===== src/rtl/uart_pkg.sv =====
// Shared definitions for the memory-mapped UART transmitter: register offsets,
// STATUS bit positions and the transmit state encoding.
package uart_pkg;

  localparam logic [1:0] REG_TXDATA  = 2'd0;
  localparam logic [1:0] REG_STATUS  = 2'd1;
  localparam logic [1:0] REG_BAUDDIV = 2'd2;

  localparam int STAT_FULL    = 0;
  localparam int STAT_EMPTY   = 1;
  localparam int STAT_BUSY    = 2;
  localparam int STAT_OVF     = 3;
  localparam int STAT_CNT_LSB = 4;

  typedef enum logic [1:0] {
    IDLE,
    START,
    DATA,
    STOP
  } tx_state_t;

endpackage


===== src/rtl/sync_fifo.sv =====
// Single-clock FIFO with occupancy count; a push while full is accepted only
// when a pop happens in the same cycle.
module sync_fifo #(
  parameter int WIDTH = 8,
  parameter int DEPTH = 8
) (
  input  logic                     clk,
  input  logic                     reset,
  input  logic                     push,
  input  logic                     pop,
  input  logic [WIDTH-1:0]         din,
  output logic [WIDTH-1:0]         dout,
  output logic                     full,
  output logic                     empty,
  output logic [$clog2(DEPTH):0]   count
);

  localparam int AW = $clog2(DEPTH);
  localparam int CW = AW + 1;

  logic [WIDTH-1:0] mem [DEPTH];
  logic [AW-1:0]    wr_ptr;
  logic [AW-1:0]    rd_ptr;
  logic             do_push;
  logic             do_pop;

  assign do_pop  = pop && !empty;
  assign do_push = push && (!full || do_pop);
  assign full    = (count == CW'(DEPTH));
  assign empty   = (count == '0);
  assign dout    = mem[rd_ptr];

  // Pointers wrap naturally because DEPTH is a power of two.
  always_ff @(posedge clk or posedge reset) begin
    if (reset) begin
      wr_ptr <= '0;
      rd_ptr <= '0;
      count  <= '0;
    end else begin
      if (do_push) wr_ptr <= wr_ptr + 1'b1;
      if (do_pop)  rd_ptr <= rd_ptr + 1'b1;
      case ({do_push, do_pop})
        2'b10:   count <= count + 1'b1;
        2'b01:   count <= count - 1'b1;
        default: count <= count;
      endcase
    end
  end

  always_ff @(posedge clk) begin
    if (do_push) mem[wr_ptr] <= din;
  end

endmodule


===== src/rtl/mmio_uart_tx.sv =====
// Memory-mapped 8N1 UART transmitter: a 16-byte register window on the data
// bus feeding a TX FIFO and a programmable-divisor serialiser.
module mmio_uart_tx
  import uart_pkg::*;
#(
  parameter int               WIDTH       = 32,
  parameter logic [WIDTH-1:0] BASE_ADDR   = 32'h1000_0000,
  parameter int               FIFO_DEPTH  = 8,
  parameter logic [15:0]      DEFAULT_DIV = 16'd868
) (
  input  logic             clk,
  input  logic             reset,
  input  logic             mem_read,
  input  logic             mem_write,
  input  logic [WIDTH-1:0] addr_in,
  input  logic [WIDTH-1:0] data_in,
  input  logic [3:0]       byteen,
  output logic [WIDTH-1:0] mem_data_out,
  output logic             o_tx,
  output logic             o_irq
);

  localparam int CW = $clog2(FIFO_DEPTH) + 1;

  tx_state_t     state;
  logic [15:0]   bauddiv;
  logic [15:0]   baud_cnt;
  logic [15:0]   baud_load;
  logic [2:0]    bit_idx;
  logic [7:0]    shift_reg;
  logic          overflow;
  logic          hit;
  logic [1:0]    off;
  logic          wr_en;
  logic          rd_en;
  logic          tx_push;
  logic          fifo_pop;
  logic [7:0]    fifo_dout;
  logic          fifo_full;
  logic          fifo_empty;
  logic [CW-1:0] fifo_count;
  logic          busy;
  logic          bit_end;
  logic          unused_bits;

  function automatic logic [15:0] div_load(input logic [15:0] div);
    return (div == 16'd0) ? 16'd0 : div - 16'd1;
  endfunction

  function automatic logic [3:0] sat_count(input logic [CW-1:0] c);
    if (int'(c) > 15) return 4'hF;
    return 4'(c);
  endfunction

  assign hit       = (addr_in[WIDTH-1:4] == BASE_ADDR[WIDTH-1:4]);
  assign off       = addr_in[3:2];
  assign wr_en     = hit && mem_write;
  assign rd_en     = hit && mem_read;
  assign tx_push   = wr_en && (off == REG_TXDATA) && byteen[0];
  assign busy      = (state != IDLE);
  assign bit_end   = (baud_cnt == 16'd0);
  assign baud_load = div_load(bauddiv);
  assign fifo_pop  = !fifo_empty && ((state == IDLE) || ((state == STOP) && bit_end));
  assign unused_bits = ^{byteen[3:2], data_in[WIDTH-1:16], addr_in[1:0]};

  sync_fifo #(
    .WIDTH (8),
    .DEPTH (FIFO_DEPTH)
  ) u_fifo (
    .clk   (clk),
    .reset (reset),
    .push  (tx_push),
    .pop   (fifo_pop),
    .din   (data_in[7:0]),
    .dout  (fifo_dout),
    .full  (fifo_full),
    .empty (fifo_empty),
    .count (fifo_count)
  );

  // Reads reflect current register state, so a simultaneous write is not yet visible.
  always_comb begin
    mem_data_out = '0;
    if (rd_en) begin
      case (off)
        REG_STATUS: begin
          mem_data_out[STAT_FULL]  = fifo_full;
          mem_data_out[STAT_EMPTY] = fifo_empty;
          mem_data_out[STAT_BUSY]  = busy;
          mem_data_out[STAT_OVF]   = overflow;
          mem_data_out[STAT_CNT_LSB +: 4] = sat_count(fifo_count);
        end
        REG_BAUDDIV: mem_data_out[15:0] = bauddiv;
        default:     mem_data_out = '0;
      endcase
    end
  end

  always_ff @(posedge clk or posedge reset) begin
    if (reset) begin
      bauddiv  <= DEFAULT_DIV;
      overflow <= 1'b0;
    end else begin
      if (wr_en && (off == REG_BAUDDIV)) begin
        if (byteen[0]) bauddiv[7:0]  <= data_in[7:0];
        if (byteen[1]) bauddiv[15:8] <= data_in[15:8];
      end
      if (tx_push && fifo_full && !fifo_pop)
        overflow <= 1'b1;
      else if (wr_en && (off == REG_STATUS) && byteen[0] && data_in[STAT_OVF])
        overflow <= 1'b0;
    end
  end

  always_ff @(posedge clk) begin
    if (fifo_pop)
      shift_reg <= fifo_dout;
    else if ((state == DATA) && bit_end && (bit_idx != 3'd7))
      shift_reg <= {1'b0, shift_reg[7:1]};
  end

  always_ff @(posedge clk or posedge reset) begin
    if (reset) begin
      state    <= IDLE;
      baud_cnt <= '0;
      bit_idx  <= '0;
      o_tx     <= 1'b1;
      o_irq    <= 1'b1;
    end else begin
      o_irq <= fifo_empty && !busy;
      case (state)
        IDLE: begin
          if (!fifo_empty) begin
            state    <= START;
            baud_cnt <= baud_load;
            o_tx     <= 1'b0;
          end
        end
        START: begin
          if (bit_end) begin
            state    <= DATA;
            baud_cnt <= baud_load;
            bit_idx  <= 3'd0;
            o_tx     <= shift_reg[0];
          end else begin
            baud_cnt <= baud_cnt - 16'd1;
          end
        end
        DATA: begin
          if (bit_end) begin
            baud_cnt <= baud_load;
            if (bit_idx == 3'd7) begin
              state <= STOP;
              o_tx  <= 1'b1;
            end else begin
              bit_idx <= bit_idx + 3'd1;
              o_tx    <= shift_reg[1];
            end
          end else begin
            baud_cnt <= baud_cnt - 16'd1;
          end
        end
        STOP: begin
          if (bit_end) begin
            if (!fifo_empty) begin
              state    <= START;
              baud_cnt <= baud_load;
              o_tx     <= 1'b0;
            end else begin
              state <= IDLE;
              o_tx  <= 1'b1;
            end
          end else begin
            baud_cnt <= baud_cnt - 16'd1;
          end
        end
        default: begin
          state <= IDLE;
          o_tx  <= 1'b1;
        end
      endcase
    end
  end

endmodule


===== config.mk =====
export PLATFORM = sky130hd
export DESIGN_NAME = mmio_uart_tx
export DESIGN_NICKNAME = d
export VERILOG_FILES = /design/src/rtl/uart_pkg.sv /design/src/rtl/sync_fifo.sv /design/src/rtl/mmio_uart_tx.sv
export SDC_FILE = /design/constraint.sdc
export NUM_CORES = 1
export LEC_CHECK = 0
export BUFFER_PORTS_ARGS = -buffer_cell sky130_fd_sc_hd__buf_2
export CAP_MARGIN = 0
export CORE_MARGIN = 2
export CORE_UTILIZATION = 25
export DETAILED_ROUTE_END_ITERATION = 6
export PLACE_DENSITY = 0.39
export RECOVER_POWER = 25
export SLEW_MARGIN = 5
export SYNTH_ARGS = -nofsm -noshare
export SYNTH_HDL_FRONTEND = slang
export SYNTH_SLANG_ARGS = --single-unit

===== constraint.sdc =====
create_clock -name clk -period 2.7 [get_ports clk]
set_input_delay 0.27 -clock clk [delete_from_list [all_inputs] [get_ports clk]]
set_output_delay 0.27 -clock clk [all_outputs]
set_load 0.03 [all_outputs]

==> results_tabular.tex <==
\begin{tabular}{lr}
\hline
Metric & Value \\
\hline
\multicolumn{2}{l}{\textbf{Yosys}} \\
\quad Compound-Gate Fraction of Synth Area & 10.4\% \\
\quad Top-count cell post-synth & edfxtp\_1 \\
\quad Post-synthesis xor/xnor area fraction & 2.86\% \\
\quad Basic-gate share of the synthesized area counting and, or, nand and nor cells & 14.1\% \\
\quad Count of different cell masters after synthesis & 69 \\
\quad Mux cell area share after synthesis & 11.4\% \\
\quad Share of synthesized flip-flops with an asynchronous set or reset & 41.0\% \\
\quad Number of standard cells after synthesis & 543 \\
\quad Dominant combinational cell family by area after synthesis & simple AND/OR/NAND/NOR gates \\
\quad Number of enable flip-flop cells after synthesis & 72 \\
\quad Predominant post-synthesis flop cell & edfxtp\_1 \\
\quad Post-synth top cells & edfxtp\_1 (72), nor2\_1 (51), dfrtp\_1 (43), nand2\_1 (41), mux2\_1 (20) \\
\quad Total of warnings raised by yosys & 0 \\
\quad Dominant cells by area after synthesis & edfxtp\_1 (34\%), dfrtp\_1 (17\%), mux4\_2 (5.6\%), mux2\_1 (3.5\%), ha\_1 (3.3\%) \\
\quad Mean Syn Cell Area & 11.9 sq um \\
\quad Sequential area share after synthesis & 53.1\% \\
\quad Adder-cell share of the synthesized area & 3.61\% \\
\quad Area share of the leading cell type in the synthesized netlist & 33.6\% \\
\quad Post-synth top area cell & edfxtp\_1 \\
\quad Flip-flop and latch count after synthesis & 122 \\
\quad Cell area after technology mapping & 0.00644 sq mm \\
\multicolumn{2}{l}{\textbf{Cells and area}} \\
\quad Flip-flop count of the largest register, all copies and words added & 64 \\
\quad Biggest regs & u\_fifo.mem: 64 flops, baud\_cnt: 16 flops, bauddiv: 16 flops \\
\quad Share of layout cells above drive strength 1 & 28.6\% \\
\quad NumNets Final & 752 \\
\quad Area growth, synth to finish & 25.7\% \\
\quad Antenna cells & 0 \\
\quad Register bank with the most flops & u\_fifo.mem \\
\multicolumn{2}{l}{\textbf{STA}} \\
\quad Final Cycle Share & 95.0\% \\
\quad Min Tclk post-route & 2.56 ns \\
\quad Total Negative Setup Slacks & 0 ns \\
\quad Count of endpoints failing hold in the final timing report & 0 \\
\quad Max-slew violation count & 0 \\
\quad Worst-margin pin slew & 0.892 ns \\
\quad Worst slew slack as a fraction of its limit & 40.5\% \\
\quad Number of failing setup endpoints in the final timing report & 0 \\
\quad RSZ-0062 raised after global routing & yes \\
\quad Layout Skew & 0.0109 ns \\
\quad Achievable clock frequency & 0.390 GHz \\
\multicolumn{2}{l}{\textbf{Drt}} \\
\quad Via-per-instance ratio & 4.69 \\
\quad Total wire length after detailed routing & 17300 um \\
\quad DRC errors left & 0 \\
\quad Initial drt markers & 409 \\
\quad Remaining antenna violation count after routing & 0 \\
\quad Routed len/inst & 17.2 um \\
\quad Vias & 4709 \\
\quad Drt first pass iters & 4 \\
\multicolumn{2}{l}{\textbf{Hold path}} \\
\quad Classification of the worst-slack hold path & in -> reg \\
\quad Worst-case hold path end point & bauddiv[13] \\
\quad Beginning of the worst hold path & data\_in[13] \\
\quad Instance count along the most critical hold path & 3 \\
\multicolumn{2}{l}{\textbf{Clock network}} \\
\quad Later-pin clock latency in the skew report & 0.42 ns \\
\quad Largest buffer count on any clock path & 2 \\
\quad Clk sinks & 122 \\
\quad H-tree depth & 4 \\
\quad TritonCTS clock tree & done \\
\quad Total CTS buffers & 17 \\
\quad Clock-pin slew reported for the worst setup and hold paths after clock tree synthesis & 0.06 ns \\
\quad Clock tree root driver cell & clkbuf\_16 \\
\multicolumn{2}{l}{\textbf{Run status}} \\
\quad Outcome & complete, no violations \\
\multicolumn{2}{l}{\textbf{Power and ir drop}} \\
\quad Peak supply drop & 0.000299 V \\
\quad Pwr Total & 4.40 mW \\
\quad Power per unit of standard cell area & 544 mW/mm\^{}2 \\
\quad Net Sw Frac & 24.3\% \\
\quad Internal power contribution & 3.33 mW \\
\quad Reported leakage power & 3.24 nW \\
\quad Net Sw Power & 1.07 mW \\
\quad Fraction of power consumed by combinational cells & 2.6\% \\
\quad Seq pwr share & 44.9\% \\
\quad Relative contribution of the clock network to total power & 52.4\% \\
\multicolumn{2}{l}{\textbf{Global route}} \\
\quad Sum of overflow across all layers after global routing & 0 \\
\quad Number of global-route vias before repair & 4866 \\
\quad GR Util All Layers & 13.7\% \\
\quad Wire length of the first global-routing pass & 27800 um \\
\quad Initial antenna violation count & 0 \\
\quad Largest net degree at the start of global routing & 28 \\
\multicolumn{2}{l}{\textbf{Worst setup path}} \\
\quad Endpoint class of the critical path & flip-flop \\
\quad Required time of the critical path & 3.00 ns \\
\quad Reg2reg end & u\_fifo.count[2] \\
\quad Critical path launch point type & flip-flop \\
\quad Beginning of the worst register-to-register path & baud\_cnt[0] \\
\quad Endpoint arrival time on the critical path & 2.87 ns \\
\quad Maximum fanout along the worst path & 3 \\
\quad Internal reg-to-reg setup slack & 0.14 ns \\
\quad Cell depth of the worst flop-to-flop path & 11 \\
\quad Critical path class & reg -> reg \\
\multicolumn{2}{l}{\textbf{Die}} \\
\quad Starting density of the core & 25.5\% \\
\quad Horizontal extent of the die & 165 um \\
\quad Die Area & 0.0271 sq mm \\
\quad Chip height & 165 um \\
\quad Placeable core region & 0.0253 sq mm \\
\quad Number of top-level pins & 106 \\
\quad Cell row count & 58 \\
\multicolumn{2}{l}{\textbf{Flow run}} \\
\quad Maxcap violations & 0 \\
\multicolumn{2}{l}{\textbf{Placement}} \\
\quad DP Wirelength & 12700 um \\
\quad Routability-driven placement congestion ratio & 0.804 \\
\quad Number of buffer cells added on primary ports & 69 \\
\hline
\end{tabular}
==> layout make-up <==
class                      count  area (sq um)
sequential                   122          3420
fill                        2574         17200
clock buffer                  17           425
timing repair buffer         123           756
tap                          330           413
multi-input combinational    378          2830
clock inverter                15           170
inverter                      20          75.1
==> how the worst max path moves through the flow <==
stage | to | startpoint | slack, ns | cells after the start
detailed placement | u_fifo.count[3] | addr_in[5] | -0.11 | 11
global placement | u_fifo.count[3] | addr_in[27] | -0.05 | 10
finish | u_fifo.count[2] | baud_cnt[0] | 0.14 | 11
global route | u_fifo.mem[1][2] | baud_cnt[0] | -0.02 | 9
CTS | u_fifo.count[3] | baud_cnt[0] | 0.0006 | 12
floorplan | u_fifo.count[3] | baud_cnt[0] | -0.005 | 12
==> worst max-delay path, cell delays in order, from the launching register on <==
cell and delay (ns):
dfrtp_1 0.39, inv_2 0.07, ha_2 0.17, or3b_4 0.39
nor2_4 0.17, a31oi_4 0.14, nor2b_2 0.16, buf_4 0.14
inv_2 0.04, fa_1 0.36, xnor2_1 0.13, mux2_1 0.29
==> layout by cell type, fill, tap and decap left out, types with 4 or more instances in the layout <==
cell type  netlist  layout
a22o_1           6       6
buf_4           17      52
xor2_1          10      10
buf_2            5      61
mux2_1          20      20
or3_1            8       8
mux4_2          16      16
o311ai_1         5       5
inv_1           19      17
edfxtp_1        72      72
nor4_1          12      12
dfstp_2          7       7
and2_1           8       8
inv_6            0       5
nand3_1          5       5
ha_1            17      16
inv_8            0       5
o22ai_1          4       4
o31ai_1          6       6
o21ai_1         15      15
or4_1            6       6
o21ai_0          9       9
clkbuf_1        13       8
nor2_1          51      50
a21oi_1         11      11
conb_1           1      16
a32oi_1          6       6
mux2i_1         12      12
xnor2_1         11      11
a21o_1           4       4
nand2_1         41      41
a31oi_1          9       8
nor3_1          16      14
clkbuf_16        0      17
nand2b_1         5       5
a22oi_1          8       8
dfrtp_1         43      43
==> what timing repair did <==
action	CTS	global route
endpoints found under the setup margin	0	66
gates resized for setup	0	6
setup buffers	0	2
hold buffers	1	0
endpoints found under the hold margin	21	0
==> power by group through the flow <==
stage / Sequential (mW) / Clock (mW) / Combinational (mW)
floorplan: 2.01 / 0 / 0.0691
global placement: 2.01 / 0 / 0.118
detailed placement: 2.01 / 0 / 0.120
CTS: 1.98 / 2.36 / 0.122
global route: 1.98 / 2.44 / 0.132
finish: 1.98 / 2.31 / 0.116
==> per-stage QoR <==
stage | utilization [%] | cells | worst slack, ns | hold slack [ns] | area, sq um
2_1_floorplan | - | 558 | -0.00464 | 0.369 | 6520
3_3_place_gp | 29.6 | 970 | -0.0492 | 0.388 | 7460
3_5_place_dp | 29.6 | 970 | -0.106 | 0.395 | 7460
4_1_cts | 32.0 | 1003 | 0.000626 | 0.0344 | 8070
5_1_grt | 32.0 | 1005 | -0.0212 | 0.0629 | 8090
6_report | 32.0 | 1005 | 0.135 | 0.0605 | 8090
==> metal layers <==
layer | global-route usage, % | part of all wire, % | vias to the layer above
met5 | 0 | 0 | -
met4 | 4.19 | 1.2 | 0
met3 | 2.84 | 4.6 | 15
met2 | 21.8 | 47 | 150
met1 | 18.6 | 47 | 2296
li1 | - | - | 2248
==> cells by family after synthesis <==
logic type / after synthesis
fa+ha+maj: 18
other cells: 1
flops: 122
buf+inv: 58
compound gates: 97
xor+xnor: 21
mux: 50
simple gates: 176
Power figures use the tool's default switching activity.
